<file path="src/rtl/farm_sensor_conditioner_if.sv">
// Signal bundle between the farm-road loop conditioner and its neighbours:
// raw loop, departure pulse and FG feedback in; request, queue depth and status out.
interface farm_sensor_conditioner_if #(
    parameter int CW = 4
);
    logic          loop_in;
    logic          depart;
    logic          fg;
    logic          c;
    logic [CW-1:0] car_count;
    logic          loop_stable;
    logic          wait_timeout;

    modport master (
        output loop_in, depart, fg,
        input  c, car_count, loop_stable, wait_timeout
    );

    modport slave (
        input  loop_in, depart, fg,
        output c, car_count, loop_stable, wait_timeout
    );
endinterface

</file>
<file path="src/rtl/farm_sensor_conditioner.sv">
// Synchronizes and debounces the farm-road vehicle loop, tracks queue depth and
// starvation time, and produces the registered car-waiting request for traffic_light.
module farm_sensor_conditioner #(
    parameter int DEB     = 4,
    parameter int CW      = 4,
    parameter int THRESH  = 2,
    parameter int WAIT_W  = 8,
    parameter int MAXWAIT = 200
) (
    input  logic                      clk,
    input  logic                      reset,
    farm_sensor_conditioner_if.slave  bus
);
    localparam int DC_W = (DEB > 1) ? $clog2(DEB) : 1;
    localparam logic [CW-1:0]     CNT_MAX   = {CW{1'b1}};
    localparam logic [DC_W-1:0]   DC_LAST   = DC_W'(DEB - 1);
    localparam logic [WAIT_W-1:0] WAIT_LIM  = WAIT_W'(MAXWAIT);
    localparam logic [CW-1:0]     THRESH_CW = CW'(THRESH);

    typedef enum logic [1:0] {LOW, RISE_CHK, HIGH, FALL_CHK} state_t;

    logic              s1, s2;
    state_t            state;
    logic [DC_W-1:0]   dc;
    logic              stable;
    logic              arrival;
    logic [CW-1:0]     car_cnt;
    logic [WAIT_W-1:0] wait_cnt;
    logic              req;

    // Two-flop synchronizer; only s2 is ever looked at downstream.
    always_ff @(posedge clk) begin
        if (reset) begin
            s1 <= 1'b0;
            s2 <= 1'b0;
        end else begin
            s1 <= bus.loop_in;
            s2 <= s1;
        end
    end

    // Arrival is the qualifying RISE_CHK->HIGH transition, so the count moves on the same edge as loop_stable.
    assign arrival = (state == RISE_CHK) && s2 && (dc == DC_LAST);

    always_ff @(posedge clk) begin
        if (reset) begin
            state  <= LOW;
            dc     <= '0;
            stable <= 1'b0;
        end else begin
            case (state)
                LOW: begin
                    if (s2) begin
                        state <= RISE_CHK;
                        dc    <= DC_W'(1);
                    end
                end
                RISE_CHK: begin
                    if (!s2) begin
                        state <= LOW;
                        dc    <= '0;
                    end else if (dc == DC_LAST) begin
                        state  <= HIGH;
                        dc     <= '0;
                        stable <= 1'b1;
                    end else begin
                        dc <= dc + DC_W'(1);
                    end
                end
                HIGH: begin
                    if (!s2) begin
                        state <= FALL_CHK;
                        dc    <= DC_W'(1);
                    end
                end
                FALL_CHK: begin
                    if (s2) begin
                        state <= HIGH;
                        dc    <= '0;
                    end else if (dc == DC_LAST) begin
                        state  <= LOW;
                        dc     <= '0;
                        stable <= 1'b0;
                    end else begin
                        dc <= dc + DC_W'(1);
                    end
                end
                default: begin
                    state <= LOW;
                    dc    <= '0;
                end
            endcase
        end
    end

    // Simultaneous arrival and departure cancel, even at the empty and full limits.
    always_ff @(posedge clk) begin
        if (reset) begin
            car_cnt <= '0;
        end else if (arrival && !bus.depart) begin
            if (car_cnt != CNT_MAX) car_cnt <= car_cnt + CW'(1);
        end else if (bus.depart && !arrival) begin
            if (car_cnt != '0) car_cnt <= car_cnt - CW'(1);
        end
    end

    always_ff @(posedge clk) begin
        if (reset) begin
            wait_cnt <= '0;
        end else if ((car_cnt == '0) || bus.fg) begin
            wait_cnt <= '0;
        end else if (wait_cnt != WAIT_LIM) begin
            wait_cnt <= wait_cnt + WAIT_W'(1);
        end
    end

    // While green, hold the request as long as anyone is queued; otherwise ask on depth or starvation.
    always_ff @(posedge clk) begin
        if (reset) begin
            req <= 1'b0;
        end else if (bus.fg) begin
            req <= (car_cnt != '0);
        end else begin
            req <= (car_cnt >= THRESH_CW) || (wait_cnt == WAIT_LIM);
        end
    end

    assign bus.c            = req;
    assign bus.car_count    = car_cnt;
    assign bus.loop_stable  = stable;
    assign bus.wait_timeout = (wait_cnt == WAIT_LIM);

endmodule

</file>
<file path="src/flat_wrapper.sv">
// flat-port wrapper written by rule: the top's interface ports become plain ports
module farm_sensor_conditioner_flat 
#(
    parameter int DEB     = 4,
    parameter int CW      = 4,
    parameter int THRESH  = 2,
    parameter int WAIT_W  = 8,
    parameter int MAXWAIT = 200
)
  (clk, reset, bus_loop_in, bus_depart, bus_fg, bus_c, bus_car_count, bus_loop_stable, bus_wait_timeout);
  farm_sensor_conditioner_if #(.CW(CW)) bus_i ();
  input  logic clk;
  input  logic reset;
  input wire logic [$bits(bus_i.loop_in)-1:0] bus_loop_in;
  input wire logic [$bits(bus_i.depart)-1:0] bus_depart;
  input wire logic [$bits(bus_i.fg)-1:0] bus_fg;
  output wire logic [$bits(bus_i.c)-1:0] bus_c;
  output wire logic [$bits(bus_i.car_count)-1:0] bus_car_count;
  output wire logic [$bits(bus_i.loop_stable)-1:0] bus_loop_stable;
  output wire logic [$bits(bus_i.wait_timeout)-1:0] bus_wait_timeout;
  assign bus_i.loop_in = bus_loop_in;
  assign bus_i.depart = bus_depart;
  assign bus_i.fg = bus_fg;
  assign bus_c = bus_i.c;
  assign bus_car_count = bus_i.car_count;
  assign bus_loop_stable = bus_i.loop_stable;
  assign bus_wait_timeout = bus_i.wait_timeout;
  farm_sensor_conditioner #(.DEB(DEB), .CW(CW), .THRESH(THRESH), .WAIT_W(WAIT_W), .MAXWAIT(MAXWAIT)) u_core (.clk(clk), .reset(reset), .bus(bus_i));
endmodule
</file>
<file path="config.mk">
export PLATFORM = sky130hd
export DESIGN_NAME = farm_sensor_conditioner_flat
export DESIGN_NICKNAME = d
export VERILOG_FILES = /design/src/rtl/farm_sensor_conditioner_if.sv /design/src/rtl/farm_sensor_conditioner.sv /design/src/flat_wrapper.sv
export SDC_FILE = /design/constraint.sdc
export NUM_CORES = 1
export LEC_CHECK = 0
export CAP_MARGIN = 15
export CORE_UTILIZATION = 48
export DETAILED_ROUTE_END_ITERATION = 8
export HOLD_SLACK_MARGIN = 0.1
export PLACE_DENSITY_LB_ADDON = 0.08
export SKIP_CTS_REPAIR_TIMING = 1
export SLEW_MARGIN = 20
export SYNTH_ARGS = -nofsm -noshare
export SYNTH_HDL_FRONTEND = slang
export SYNTH_SLANG_ARGS = --single-unit
</file>
<file path="constraint.sdc">
create_clock -name clk -period 3.3 [get_ports clk]
set_clock_uncertainty 0.1 [all_clocks]
set_input_delay 0.33 -clock clk [delete_from_list [all_inputs] [get_ports clk]]
set_output_delay 0.33 -clock clk [all_outputs]
set_load 0.1 [all_outputs]
</file>
Word-level counts from Yosys, hierarchy flattened
Index checks and enable logic that the tools add are counted.
{"block": "totals", "out_inout_bits": 7, "inputBits": 5, "ff_bits": 20, "wordCells": 70}
{"block": "op_classes", "n_mux": 22, "n_eq_ne": 16, "order_cmp": 1, "n_reduce_logical": 19, "addsub": 4}
{"operator": "$mux 2", "count": 10}
{"operator": "$mux 4", "count": 4}
{"operator": "$pmux 2 s4", "count": 2}
{"operator": "$add 8x1->8 const B", "count": 1}
{"operator": "$eq 8x8->1 const B", "count": 1}
{"operator": "$ne 2x2->1 const B", "count": 4}
{"operator": "$ne 8x8->1 const B", "count": 1}
{"operator": "$eq 2x2->1 const B", "count": 3}
{"operator": "$ne 2x1->1 const B", "count": 3}
{"operator": "$reduce_bool 2->1", "count": 3}
{"operator": "$mux 1", "count": 5}
{"operator": "$reduce_and 5->1", "count": 1}
{"operator": "$add 4x1->4 const B", "count": 1}
{"operator": "$ge 4x2->1 const B", "count": 1}
{"operator": "$logic_and 1x1->1", "count": 4}
{"operator": "$logic_not 4->1", "count": 1}
{"operator": "$ne 4x4->1 const B", "count": 1}
{"operator": "$reduce_and 4->1", "count": 1}
{"operator": "$reduce_bool 4->1", "count": 1}
{"operator": "$sub 4x1->4 const B", "count": 1}
{"operator": "$ne 3x1->1 const B", "count": 1}
{"operator": "$ne 3x3->1 const B", "count": 1}
{"operator": "$reduce_and 3->1", "count": 1}
{"operator": "$add 2x1->2 const B", "count": 1}
{"operator": "other kinds (7)", "count": 9}

Longest topological paths before layout
{"block": "depth", "ltp_word": 7, "ltp_mapped": 9}

Least setup slack after synthesis
No wires, ideal clock.
{"block": "synth_path", "path_kind": "flip-flop to flip-flop", "startpoint": "register u_core.wait_cnt[0]", "endpoint": "register u_core.wait_cnt[2]", "t_required_ps": 3085, "path_slack_ps": 178, "synth_period_minus_slack_ps": 3122, "stages_incl_launch_ff": 7, "n_path_buf": 0, "arrival_time_ps": 2907, "path_cell_list": "dfxtp_1 -> inv_1 -> ha_1 -> nand2_1 -> nor4_2 -> or2_2 -> nor2_1"}
{"block": "synth_between", "elab_chain_cells": 1}
{"element": "start, declared", "line_no": "farm_sensor_conditioner.sv:28", "text": "logic [WAIT_W-1:0] wait_cnt;"}
{"element": "start signal, assigned", "line_no": "farm_sensor_conditioner.sv:113", "text": "wait_cnt <= wait_cnt + WAIT_W'(1);"}
{"element": "$add 8x1->8 or $ne 8x8->1 (tied branches)", "line_no": "farm_sensor_conditioner.sv:113, farm_sensor_conditioner.sv:112"}
Several ways; a longest one is shown, not always the timed one.
A chain may end at the register's enable or synchronous reset.

Final worst setup path
{"block": "layout_path", "startpoint": "register u_core.dc[0]", "endpoint": "register u_core.car_cnt[3], in the netlist u_core.bus.car_count[3]"}
{"block": "layout_between", "elab_chain_cells": 6}
{"element": "start, declared", "line_no": "farm_sensor_conditioner.sv:24", "text": "logic [DC_W-1:0] dc;"}
{"element": "start signal, assigned", "line_no": "farm_sensor_conditioner.sv:67", "text": "dc <= dc + DC_W'(1);"}
{"element": "start signal, assigned", "line_no": "farm_sensor_conditioner.sv:85", "text": "dc <= dc + DC_W'(1);"}
{"element": "$eq 2x2->1 (*)", "line_no": "farm_sensor_conditioner.sv:43", "text": "assign arrival = (state == RISE_CHK) && s2 && (dc == DC_LAST);"}
{"element": "$logic_and 1x1->1 (*)", "line_no": "farm_sensor_conditioner.sv:43"}
{"element": "$logic_not 1->1", "line_no": "farm_sensor_conditioner.sv:102", "text": "end else if (bus.depart && !arrival) begin"}
{"element": "$logic_and 1x1->1", "line_no": "farm_sensor_conditioner.sv:102"}
{"element": "$reduce_bool 2->1 (no line)"}
{"element": "$reduce_and 3->1 (no line)"}
{"element": "end signal, assigned", "line_no": "farm_sensor_conditioner.sv:101", "text": "if (car_cnt != CNT_MAX) car_cnt <= car_cnt + CW'(1);"}
{"element": "end signal, assigned", "line_no": "farm_sensor_conditioner.sv:103", "text": "if (car_cnt != '0) car_cnt <= car_cnt - CW'(1);"}
{"element": "end, declared", "line_no": "farm_sensor_conditioner.sv:27", "text": "logic [CW-1:0] car_cnt;"}
Mark *: on every way between the ends. The rest lies on a longest branch, timed or not.

==> reports/metrics.yaml <==
cts:
  clockBufferDepth: 2
  htreeDepth: 1
  clock_latency_ps: 300
  cts.clk_slew.worst_paths_ps: 110
  numCtsBuffers: 3
  cts_root_buffer: "clkbuf_4"
  cts_tree: "yes"
  cts.sinks: 20
placement:
  port_buffers: 11
  gp_congestion: 0.766
  pre_cts_ws_ps: 653
  dpl.hpwl_mm: 1.36
cells_and_area:
  layout-drive-gt1-share: 0.156
  fill_cells: 173
  layout_commonest_cell: "dfxtp_1"
  fin_util: 0.602
  final_cell_mix: "20 x dfxtp_1, 15 x nor2_1, 8 x nand3_1, 8 x clkdlybuf4s50_1, 7 x xor2_1"
  nets: 140
  diodes: 0
  area_delta_synth_final_pct: 14.1
timing:
  hold_violations: 0
  fin_crit_ps: 2560
  setup_ws_ps: 741
  rsz0062_at_grt: "no"
  setup_violations: 0
  fmax_mhz: 391
  slew_headroom: 0.354
  setup_tns_ps: 0
  tightest_slew_ps: 966
  finalCritPeriodShare: 0.775
  final_max_slew_viol_count: 0
floorplanning:
  rows: 16
  die_height_um: 49.2
  die_area_um2: 2420
  die_w_um: 49.2
  start_util: 0.528
  core_um2: 2020
  pin_count: 12
worst_hold_path:
  min_from: "u_core.s1"
  hold_path.class: "register to register"
global_route:
  antenna_found_initial: 0
  grt_util_all_layers: 0.167
  grt_max_degree: 15
  grt_pass1_vias: 781
  overflow: 0
  grt_pass1_wl_mm: 3.16
worst_setup_path:
  cp_num_buf_inv: 1
  cp_data_arrival_time_ps: 2660
  cp_slowest_cell: "dfxtp_1"
  reg2reg_from: "u_core.dc[0]"
  crit_family: "adder cells"
  cp_common_cell: "ha_1"
  cp.required_ps: 3400
  crit_path_cell_trace: "ha_1 > nand4b_4 > nor2_1 > inv_1 > ha_1 > o21a_1 > o22a_2 > a221oi_2 > mux2_4"
  cp-end-kind: "register"
  critical-path-max-stage-delay_ps: 390
  crit_start: "u_core.dc[0]"
  worstPathMaxFanout: 10
  worst_setup_path_start_kind: "register"
  worst-setup-path-type: "register to register"
route:
  drc: 0
  drt_iter0_drc: 12
  first_pass_iters: 4
  vias_per_cell: 5.43
  postRouteAntennaNets: 0
  via_count: 841
  totalWireLength_mm: 1.87
  post_drt_wl_per_cell_um: 12.0
synthesis:
  avgSynthCellArea_um2: 9.20
  synth_seq_cells: 20
  ys_warn_count: 0
  ys_types: 39
  seq_area_frac_synth: 0.375
  synthCells: 116
  synth_area_um2: 1070
  synth_nets: 127
power_and_ir_drop:
  p_per_area_nw_per_um2: 681
  irDropWorstVdd_mv: 0.515
  power_mw: 0.829
  p_leak_nw: 0.495
run:
  max_cap_violations: 0
run_status:
  outcome: "finished clean"
-- per-stage QoR --
stage               instance area (um2)  std cells  hold slack (ps)
floorplan                          1070        116              302
global placement                   1180        151              359
detailed placement                 1180        151              347
CTS                                1220        155              366
global route                       1220        155              385
finish                             1220        155              361
-- flip-flops by register name (all words and copies together) (netlist names), named ones only --
name,count
u_core.dc,2
u_core.bus.loop_stable,1
u_core.bus.c,1
u_core.s2,1
u_core.wait_cnt,8
u_core.state,1
u_core.s1,1
u_core.bus.car_count,4
-- power by group --
part / switching (mW) / internal [mW] / total, mW
clock: 0.0705 / 0.0672 / 0.138
sequential: 0.0441 / 0.269 / 0.313
combinational: 0.245 / 0.133 / 0.378
-- synth_stat cells --
cell type,number,share of area
a211oi_1,1,0.0070
a21bo_2,1,0.0094
a21o_1,1,0.0070
a21oi_1,4,0.019
a221oi_2,1,0.014
a311o_1,1,0.0094
a311oi_1,1,0.0082
a31oi_1,2,0.012
and2_2,1,0.0070
and2b_2,1,0.0082
and3_1,2,0.012
and3_2,1,0.0070
clkbuf_1,1,0.0035
clkbuf_2,1,0.0047
clkbuf_8,1,0.013
dfxtp_1,20,0.38
ha_1,6,0.070
inv_1,4,0.014
mux2_4,1,0.014
mux2i_1,2,0.019
nand2_1,6,0.021
nand2b_1,2,0.012
nand3_1,8,0.038
nand3b_1,1,0.0070
nand4b_4,1,0.022
nor2_1,15,0.053
nor2b_1,2,0.012
nor3_1,3,0.014
nor3b_1,2,0.014
nor4_2,1,0.012
o21a_1,2,0.014
o21ai_0,4,0.019
o22a_2,1,0.0094
o22ai_1,1,0.0059
o32a_2,1,0.011
or2_2,2,0.012
or4_4,1,0.011
xnor2_1,3,0.025
xor2_1,7,0.057
-- cell type report --
type | instances | area [um2] | share of cell area
multi-input combinational | 89 | 629 | 0.517
sequential | 20 | 400 | 0.329
timing repair buffer | 11 | 103 | 0.0843
clock buffer | 4 | 36.3 | 0.0298
tap | 27 | 33.8 | 0.0277
inverter | 4 | 15.0 | 0.0123
-- worst register-to-register path: cells and delay by family (launching register included) --
| kind | cells | cell delay [ps] |
|---|---|---|
| AO/OA/AOI/OAI | 3 | 520 |
| adder cells (fa/ha/maj) | 2 | 580 |
| buffers and inverters | 1 | 90 |
| flip-flops | 1 | 390 |
| multiplexers | 1 | 320 |
| AND/OR/NAND/NOR | 2 | 460 |
-- logic make-up (layout without fill, tap and decap cells) --
family	count (synthesis)	count (layout)	synth area share
flops	20	20	0.375
mux	3	3	0.0328
xor+xnor	10	10	0.0821
compound gates	21	21	0.144
fa+ha+maj	6	6	0.0703
buf+inv	7	19	0.0352
simple gates	49	49	0.260
-- worst paths after layout --
kind / endpoint / slack (ps) / depth (start not counted)
hold / removal: u_core.s2 / 360 / 1
setup reg to reg: u_core.bus.car_count[3] / 740 / 9
hold reg to reg: u_core.s2 / 360 / 1
setup / recovery: u_core.bus.car_count[3] / 740 / 9
-- metal layers --
metal	wire length, um	global-route usage	share of wire
met1	879	0.196	0.47
met2	882	0.283	0.47
met5	0	0	0
met3	93	0.0561	0.050
met4	9	0.0539	0.0048
(Power assumes the default switching activity.)
